File: config.mk
export PLATFORM = sky130hd
export DESIGN_NAME = fifo_burst_reader
export DESIGN_NICKNAME = d
export VERILOG_FILES = /design/src/rtl/fifo_pkg.sv /design/src/rtl/stream_skid_buf.sv /design/src/rtl/fifo_burst_reader.sv
export SDC_FILE = /design/constraint.sdc
export NUM_CORES = 1
export LEC_CHECK = 0
export ABC_CLOCK_PERIOD_IN_PS = 2700
export CORE_MARGIN = 5
export CORE_UTILIZATION = 35
export DETAILED_ROUTE_END_ITERATION = 8
export MAX_ROUTING_LAYER = met4
export PLACE_DENSITY = 0.56
export REMOVE_ABC_BUFFERS = 1
export SYNTH_ARGS = -nofsm -noshare
export SYNTH_HDL_FRONTEND = slang
export SYNTH_HIERARCHICAL = 1
export SYNTH_SLANG_ARGS = --single-unit
File: constraint.sdc
create_clock -name clk -period 2.7 [get_ports clk]
set_input_delay 0.54 -clock clk [delete_from_list [all_inputs] [get_ports clk]]
set_output_delay 0.54 -clock clk [all_outputs]
set_load 0.005 [all_outputs]
File: src/rtl/fifo_pkg.sv
// rtl/fifo_pkg.sv - shared types and default widths for the FIFO read-side blocks
package fifo_pkg;

  localparam int unsigned BITW_DEF = 8;
  localparam int unsigned LENW_DEF = 8;

  typedef enum logic [1:0] {
    IDLE  = 2'd0,
    RUN   = 2'd1,
    FLUSH = 2'd2
  } rd_state_t;

endpackage

File: src/rtl/stream_skid_buf.sv
// rtl/stream_skid_buf.sv - 2-entry FIFO-order skid buffer; the head entry drives the stream
module stream_skid_buf #(
  parameter int unsigned W = 9
) (
  input  logic         clk,
  input  logic         rst,
  input  logic         wr_valid_i,
  input  logic [W-1:0] wr_data_i,
  output logic         rd_valid_o,
  output logic [W-1:0] rd_data_o,
  input  logic         rd_ready_i,
  output logic [1:0]   occ_o
);

  logic [W-1:0] head_q, head_d;
  logic [W-1:0] tail_q, tail_d;
  logic [1:0]   occ_q, occ_d;
  logic         acc;

  always_comb begin
    acc    = (occ_q != 2'd0) && rd_ready_i;
    head_d = head_q;
    tail_d = tail_q;
    occ_d  = occ_q;
    case ({wr_valid_i, acc})
      2'b10: begin
        if (occ_q == 2'd0) head_d = wr_data_i;
        else               tail_d = wr_data_i;
        occ_d = occ_q + 2'd1;
      end
      2'b01: begin
        head_d = tail_q;
        occ_d  = occ_q - 2'd1;
      end
      2'b11: begin
        // Write and accept together: the head advances, the new word queues behind it.
        if (occ_q == 2'd1) begin
          head_d = wr_data_i;
        end else begin
          head_d = tail_q;
          tail_d = wr_data_i;
        end
      end
      default: ;
    endcase
  end

  always_ff @(posedge clk) begin
    if (rst) begin
      head_q <= '0;
      tail_q <= '0;
      occ_q  <= 2'd0;
    end else begin
      head_q <= head_d;
      tail_q <= tail_d;
      occ_q  <= occ_d;
    end
  end

  assign rd_valid_o = (occ_q != 2'd0);
  assign rd_data_o  = head_q;
  assign occ_o      = occ_q;

endmodule

File: src/rtl/fifo_burst_reader.sv
// rtl/fifo_burst_reader.sv - drains burst_len FIFO words onto a valid/ready stream, tagging the last beat
module fifo_burst_reader
  import fifo_pkg::*;
#(
  parameter int unsigned BITW = BITW_DEF,
  parameter int unsigned LENW = LENW_DEF
) (
  input  logic            clk,
  input  logic            rst,
  input  logic            start,
  input  logic [LENW-1:0] burst_len,
  input  logic [BITW-1:0] fifo_data,
  input  logic            fifo_empty,
  output logic            fifo_pop,
  output logic [BITW-1:0] m_data,
  output logic            m_valid,
  input  logic            m_ready,
  output logic            m_last,
  output logic            busy,
  output logic            done
);

  rd_state_t       state_q, state_d;
  logic [LENW-1:0] rem_q, rem_d;
  logic            done_q, done_d;
  logic [1:0]      occ;
  logic [BITW:0]   head;
  logic            head_valid;

  // Pop depends only on registered state and fifo_empty, never on m_ready.
  always_comb begin
    state_d  = state_q;
    rem_d    = rem_q;
    done_d   = 1'b0;
    fifo_pop = 1'b0;
    case (state_q)
      IDLE: begin
        if (start && (burst_len != '0)) begin
          state_d = RUN;
          rem_d   = burst_len;
        end
      end
      RUN: begin
        fifo_pop = !fifo_empty && (rem_q != '0) && (occ < 2'd2);
        if (fifo_pop) begin
          rem_d = rem_q - LENW'(1);
          if (rem_q == LENW'(1)) state_d = FLUSH;
        end
      end
      FLUSH: begin
        if (head_valid && m_ready && head[BITW]) begin
          state_d = IDLE;
          done_d  = 1'b1;
        end
      end
      default: state_d = IDLE;
    endcase
  end

  always_ff @(posedge clk) begin
    if (rst) begin
      state_q <= IDLE;
      rem_q   <= '0;
      done_q  <= 1'b0;
    end else begin
      state_q <= state_d;
      rem_q   <= rem_d;
      done_q  <= done_d;
    end
  end

  stream_skid_buf #(.W(BITW + 1)) u_buf (
    .clk        (clk),
    .rst        (rst),
    .wr_valid_i (fifo_pop),
    .wr_data_i  ({(rem_q == LENW'(1)), fifo_data}),
    .rd_valid_o (head_valid),
    .rd_data_o  (head),
    .rd_ready_i (m_ready),
    .occ_o      (occ)
  );

  assign m_valid = head_valid;
  assign m_data  = head[BITW-1:0];
  assign m_last  = head_valid && head[BITW];
  assign busy    = (state_q != IDLE);
  assign done    = done_q;

endmodule

== Word-level counts from Yosys, hierarchy flattened ==
Index checks and enable logic that the tools add are counted.

* Input bits: 21
* Word-level logic and storage cells: 64
* Register bits: 31

* Multiplexer cells: 17
* Equal/unequal tests: 14
* Reductions and logical operators: 22
* Magnitude comparators: 1
* Add/subtract/negate cells: 3
* Bitwise logic cells: 1

{| class="wikitable"
|+ Operators with widths
! kind !! number
|-
| 9-bit two-way mux || 4
|-
| 9-bit case mux with 3 select lines || 1
|-
| 9-bit case mux with 2 select lines || 1
|-
| 8-bit two-way mux || 2
|-
| 8-bit case mux with 2 select lines || 1
|-
| 8-bit nonzero test || 2
|-
| 2-bit != test (second input constant) || 5
|-
| 2-bit nonzero test || 5
|-
| 8-bit by 1-bit == test with 1-bit output (second input constant) || 1
|-
| 2-bit two-way mux || 4
|-
| 8-bit by 1-bit subtractor with 8-bit output (second input constant) || 1
|-
| 2-bit by 1-bit == test with 1-bit output (second input constant) || 3
|-
| 2-bit == test (second input constant) || 3
|-
| 1-bit logical AND || 6
|-
| 2-bit case mux with 3 select lines || 1
|-
| 3-bit AND reduction || 2
|-
| 2-bit logical NOT || 2
|-
| 2-bit by 1-bit != test with 1-bit output (second input constant) || 2
|-
| 2-bit case mux with 2 select lines || 1
|-
| 4-bit AND reduction || 1
|-
| 3-bit nonzero test || 1
|-
| 2-bit by 1-bit adder with 2-bit output (second input constant) || 1
|-
| 2-bit < comparator (second input constant) || 1
|-
| 1-bit two-way mux || 2
|-
| 5 further kinds || 5
|}

== Longest topological paths before layout ==
* Depth after elaboration: 7
* Depth in mapped cells: 11
* Mapped depth without buffers: 9

== By module ==
The synthesis kept the hierarchy.

{| class="wikitable"
|+ By module, submodules not included
! module !! instances !! area an instance (µm²) !! seq. area each (µm²) !! cells each
|-
| stream_skid_buf || 1 || 1029.7 || 400.4 || 121
|-
| fifo_burst_reader || 1 || 825.8 || 220.2 || 93
|}

== Worst setup path after synthesis ==
OpenSTA, ideal clock, no wires.

* Path kind: register -> register
* Start: reg rem_q[0]
* End: reg u_buf.head_q[1] (netlist: u_buf/rd_data_o[1])
* Data required time: 2612 ps
* Setup time: 88 ps
* Period minus slack after synthesis: 2303 ps
* Arrival: 2215 ps
* Stages on the path, launching flop included: 12
* Setup slack: 397 ps
* Path buffers: 3
* Cell sequence: dfxtp_1 > inv_1 > ha_1 > nor4b_2 > a2111oi_4 > buf_6 > ha_1 > buf_4 > nand2b_1 > clkbuf_2 > nand3_1 > a311oi_2

* Longest elaborated chain between the ends: 7
* Elaborated cells on any way between the ends: 11

{| class="wikitable"
|+ RTL lines
! what !! RTL line !! source
|-
| start: declaration || fifo_burst_reader.sv:24 || <nowiki>logic [LENW-1:0] rem_q, rem_d;</nowiki>
|-
| start signal: assignment || fifo_burst_reader.sv:67 || <nowiki>rem_q <= rem_d;</nowiki>
|-
| 8-bit nonzero test * || fifo_burst_reader.sv:44 || <nowiki>fifo_pop = !fifo_empty && (rem_q != '0) && (occ < 2'd2);</nowiki>
|-
| 1-bit logical AND * (2 in a row) || fifo_burst_reader.sv:44 ||
|-
| 1-bit two-way mux * || fifo_burst_reader.sv:36 || <nowiki>case (state_q)</nowiki>
|-
| net fifo_pop || fifo_burst_reader.sv:14 || <nowiki>output logic fifo_pop,</nowiki>
|-
| 2-bit == test or 2-bit by 1-bit == test with 1-bit output (tied branches) || stream_skid_buf.sv:25 || <nowiki>case ({wr_valid_i, acc})</nowiki>
|-
| 2-bit by 1-bit != test with 1-bit output (no line) or 3-bit nonzero test (tied branches) || n/a ||
|-
| 2-bit AND reduction (no line) || n/a ||
|-
| end signal: assignment || stream_skid_buf.sv:50 || <nowiki>head_q <= '0;</nowiki>
|-
| end signal: assignment || stream_skid_buf.sv:54 || <nowiki>head_q <= head_d;</nowiki>
|-
| end: declaration || stream_skid_buf.sv:15 || <nowiki>logic [W-1:0] head_q, head_d;</nowiki>
|}

Mark *: on every way through the listed nets, which the timed path passes. The rest lies on a longest branch.
A chain may end at the register's enable or synchronous reset.

== Final worst setup path ==
* Start: reg rem_q[0]
* End: out fifo_pop

* Longest elaborated chain between the ends: 4

{| class="wikitable"
|+ RTL lines
! what !! RTL line
|-
| 8-bit nonzero test || fifo_burst_reader.sv:44
|-
| 1-bit logical AND (2 in a row) || fifo_burst_reader.sv:44
|-
| 1-bit two-way mux || fifo_burst_reader.sv:36
|-
| end: declaration || fifo_burst_reader.sv:14
|}

Every way passes these cells.

==> out/results.tsv <==
metric	value	unit
status	finished, final reports clean	
Slew HR	0.5316	
Clock Latency Late Sink	0.29	ns
Die Y	82.81	µm
initial antenna violation count	0	
Power Density	781.2	nW/µm²
largest net degree at the start of global routing	21	
CTS Hold Buffers Added	0	
1st-pass router iterations	4	
Netlist cell types	50	
count of pins over their slew limit	0	
worst slew pin tran	0.7004	ns
gpl congestion	0.7534	
Worst path max stage delay	0.56	ns
crit path cell chain	inv_1 -> ha_1 -> nor4b_2 -> a2111oi_4 -> clkdlybuf4s50_1	
Top FF cell, synth	dfxtp_1	
Power Total	1840	µW
Area Overhead vs Synth	26.90	%
CTS tree	done	
sequential share of the synthesized area	0.3345	
Slowest-stage cell, CP	clkdlybuf4s50_1	
most common cell after layout, fill and taps aside	clkdlybuf4s50_1	
Max VDD drop	0.5571	mV
setup tns final	0	ns
Post-synth EDFFs	0	
FF+latch count, synth	31	
Port Buffers	33	
Final nets	282	
GRT Util Overall	0.1413	
Multi-input gate area	1089	µm²
Fin. Hold Viols	0	
hold path depth	2	
Core Area	5140	µm²
RSZ-0062 raised after global routing	false	
most frequent cells in the layout	clkdlybuf4s50_1, dfxtp_1, o21ai_0, nand3_1, nor2_1	
Hold Crit Class	register to register	
CP startpoint kind	register	
fmax	384.2	MHz
R2R setup slack	0.23	ns
crit path time final	2.603	ns
initial core utilization	0.3610	
Die W	82.81	µm
Root Driver	clkbuf_8	
total setup buffers inserted after CTS	1	
Setup Crit Path Kind	register to output pin	
first-pass GRT wire length	7783	µm
clock skew	0.01061	ns
Initial DRC Count	93	
wire length per cell	14.62	µm
final setup vio count	0	
clk buf depth	2	
Post-Syn Instances	214	
antenna cells	0	
die area	6858	µm²
vias per cell	5.196	
Vias	1668	
Register Area	620.6	µm²
clock transition at the registers of the reported paths	0.07	ns
mean post-synth cell area	8.671	µm²
Routed WL	4692	µm
Register-to-Register Path Depth	9	
layout cell share with drive strength beyond 1	0.1355	
area of the mapped netlist	1856	µm²
worst r2r dst	u_buf/rd_data_o[6]	
WP data required	2.16	ns
vias in the first global route	1583	
cts repair resizes	0	
Leakage Power	0.0008481	µW
H-tree depth	2	
TritonCTS Buffers	5	
reg-to-reg startpoint	rem_q[0]	
hold_sp	u_buf/tail_q[2]	
Final period util	0.9641	
total gr overflow	0	
Critical Path Sink Type	output pin	
WHS Endpoint	u_buf/tail_q[2]	
yosys warns	6	
filler cell count	543	
IO Pins	34	
DRC Markers	0	
crit path DAT	2.06	ns
DP Wirelength	3383	µm
CP max FO	4	
clk sinks	31	
Routed Antenna Nets	0	
maxcap violations	0	
Row Count	26	
asr flop ratio synth	0	
-- Yosys cell counts (2+ instances only) --
master,n,area share
or2_1,2,0.0067
nor4b_1,2,0.0094
nor2b_1,2,0.0067
a21oi_1,15,0.040
and2_1,2,0.0067
nand2_1,6,0.012
clkbuf_1,6,0.012
nor2_1,16,0.032
buf_6,3,0.018
nand3_1,19,0.051
a211oi_1,2,0.0081
o21ai_1,3,0.0081
o32ai_1,2,0.0094
a311oi_1,8,0.038
nand2b_1,4,0.013
nor3_1,5,0.013
a221oi_2,5,0.040
o21ai_0,21,0.057
dfxtp_1,31,0.33
ha_1,10,0.067
inv_1,14,0.028
or3_1,2,0.0067
a311oi_2,2,0.016
o22ai_1,4,0.013
nor4_1,3,0.010
-- metal layers --
metal	global-route usage	vias up	share of wire
met3	0.03267	7	0.035
met5	-	-	0
met1	0.1919	760	0.51
met4	0.05795	0	0.017
li1	-	861	-
met2	0.2012	40	0.43
-- worst max-delay path, delay by kind of cell, from the launching register on --
family	cells	cell delay (ns)
buffers and inverters	2	0.67
flip-flops	1	0.38
AO/OA/AOI/OAI	1	0.33
adder cells (fa/ha/maj)	1	0.22
AND/OR/NAND/NOR	1	0.17
-- where the power goes --
part / total, µW / switching (µW) / leakage, µW / internal (µW)
Combinational: 825 / 425 / 0.000547 / 399
Clock: 380 / 180 / 0.0000470 / 200
Sequential: 635 / 74.8 / 0.000254 / 560
-- state kept, by name (all words and copies together), names as in the netlist --
name             count
done                 1
rem_q                8
state_q              2
u_buf/occ_o          2
u_buf/rd_data_o      9
u_buf/tail_q         9
-- kinds of logic (layout without fill, tap and decap cells) --
| family | count (synthesis) | in the layout | share of synthesized area |
|---|---|---|---|
| compound gates | 69 | 69 | 0.2751 |
| xor+xnor | 1 | 1 | 0.004721 |
| fa+ha+maj | 10 | 10 | 0.06743 |
| buf+inv | 27 | 64 | 0.07889 |
| flops | 31 | 31 | 0.3345 |
| mux | 2 | 2 | 0.01348 |
| simple gates | 74 | 74 | 0.2259 |
-- final cells by class --
type                    instances  share of cell area
multi-input cells             156              0.4623
clock buffers                   6             0.03507
flip-flops and latches         31              0.2635
inverters                      14             0.02232
repair buffers                 43              0.1775
clock inverters                 1            0.002125
well taps                      70             0.03719
-- metrics by stage --
step | hold slack (ns) | std cells | area [µm²] | setup WS, ns | utilization
floorplan | 0.4440 | 201 | 1762 | 0.1314 | -
global placement | 0.4593 | 313 | 2260 | 0.08577 | 0.4396
detailed placement | 0.4633 | 313 | 2260 | 0.05485 | 0.4396
CTS | 0.4729 | 321 | 2355 | 0.08198 | 0.4581
global route | 0.5011 | 321 | 2355 | 0.01693 | 0.4581
finish | 0.4734 | 321 | 2355 | 0.09688 | 0.4581
-- worst max-delay path by stage --
stage / startpoint / to / cells after the start
floorplan: rem_q[0] / u_buf/rd_data_o[1] / 9
global placement: fifo_empty / fifo_pop / 3
detailed placement: fifo_empty / u_buf/rd_data_o[6] / 7
CTS: rem_q[0] / fifo_pop / 5
global route: rem_q[0] / u_buf/rd_data_o[6] / 9
finish: rem_q[0] / fifo_pop / 5
No activity file was read; power rests on OpenSTA's default activity.
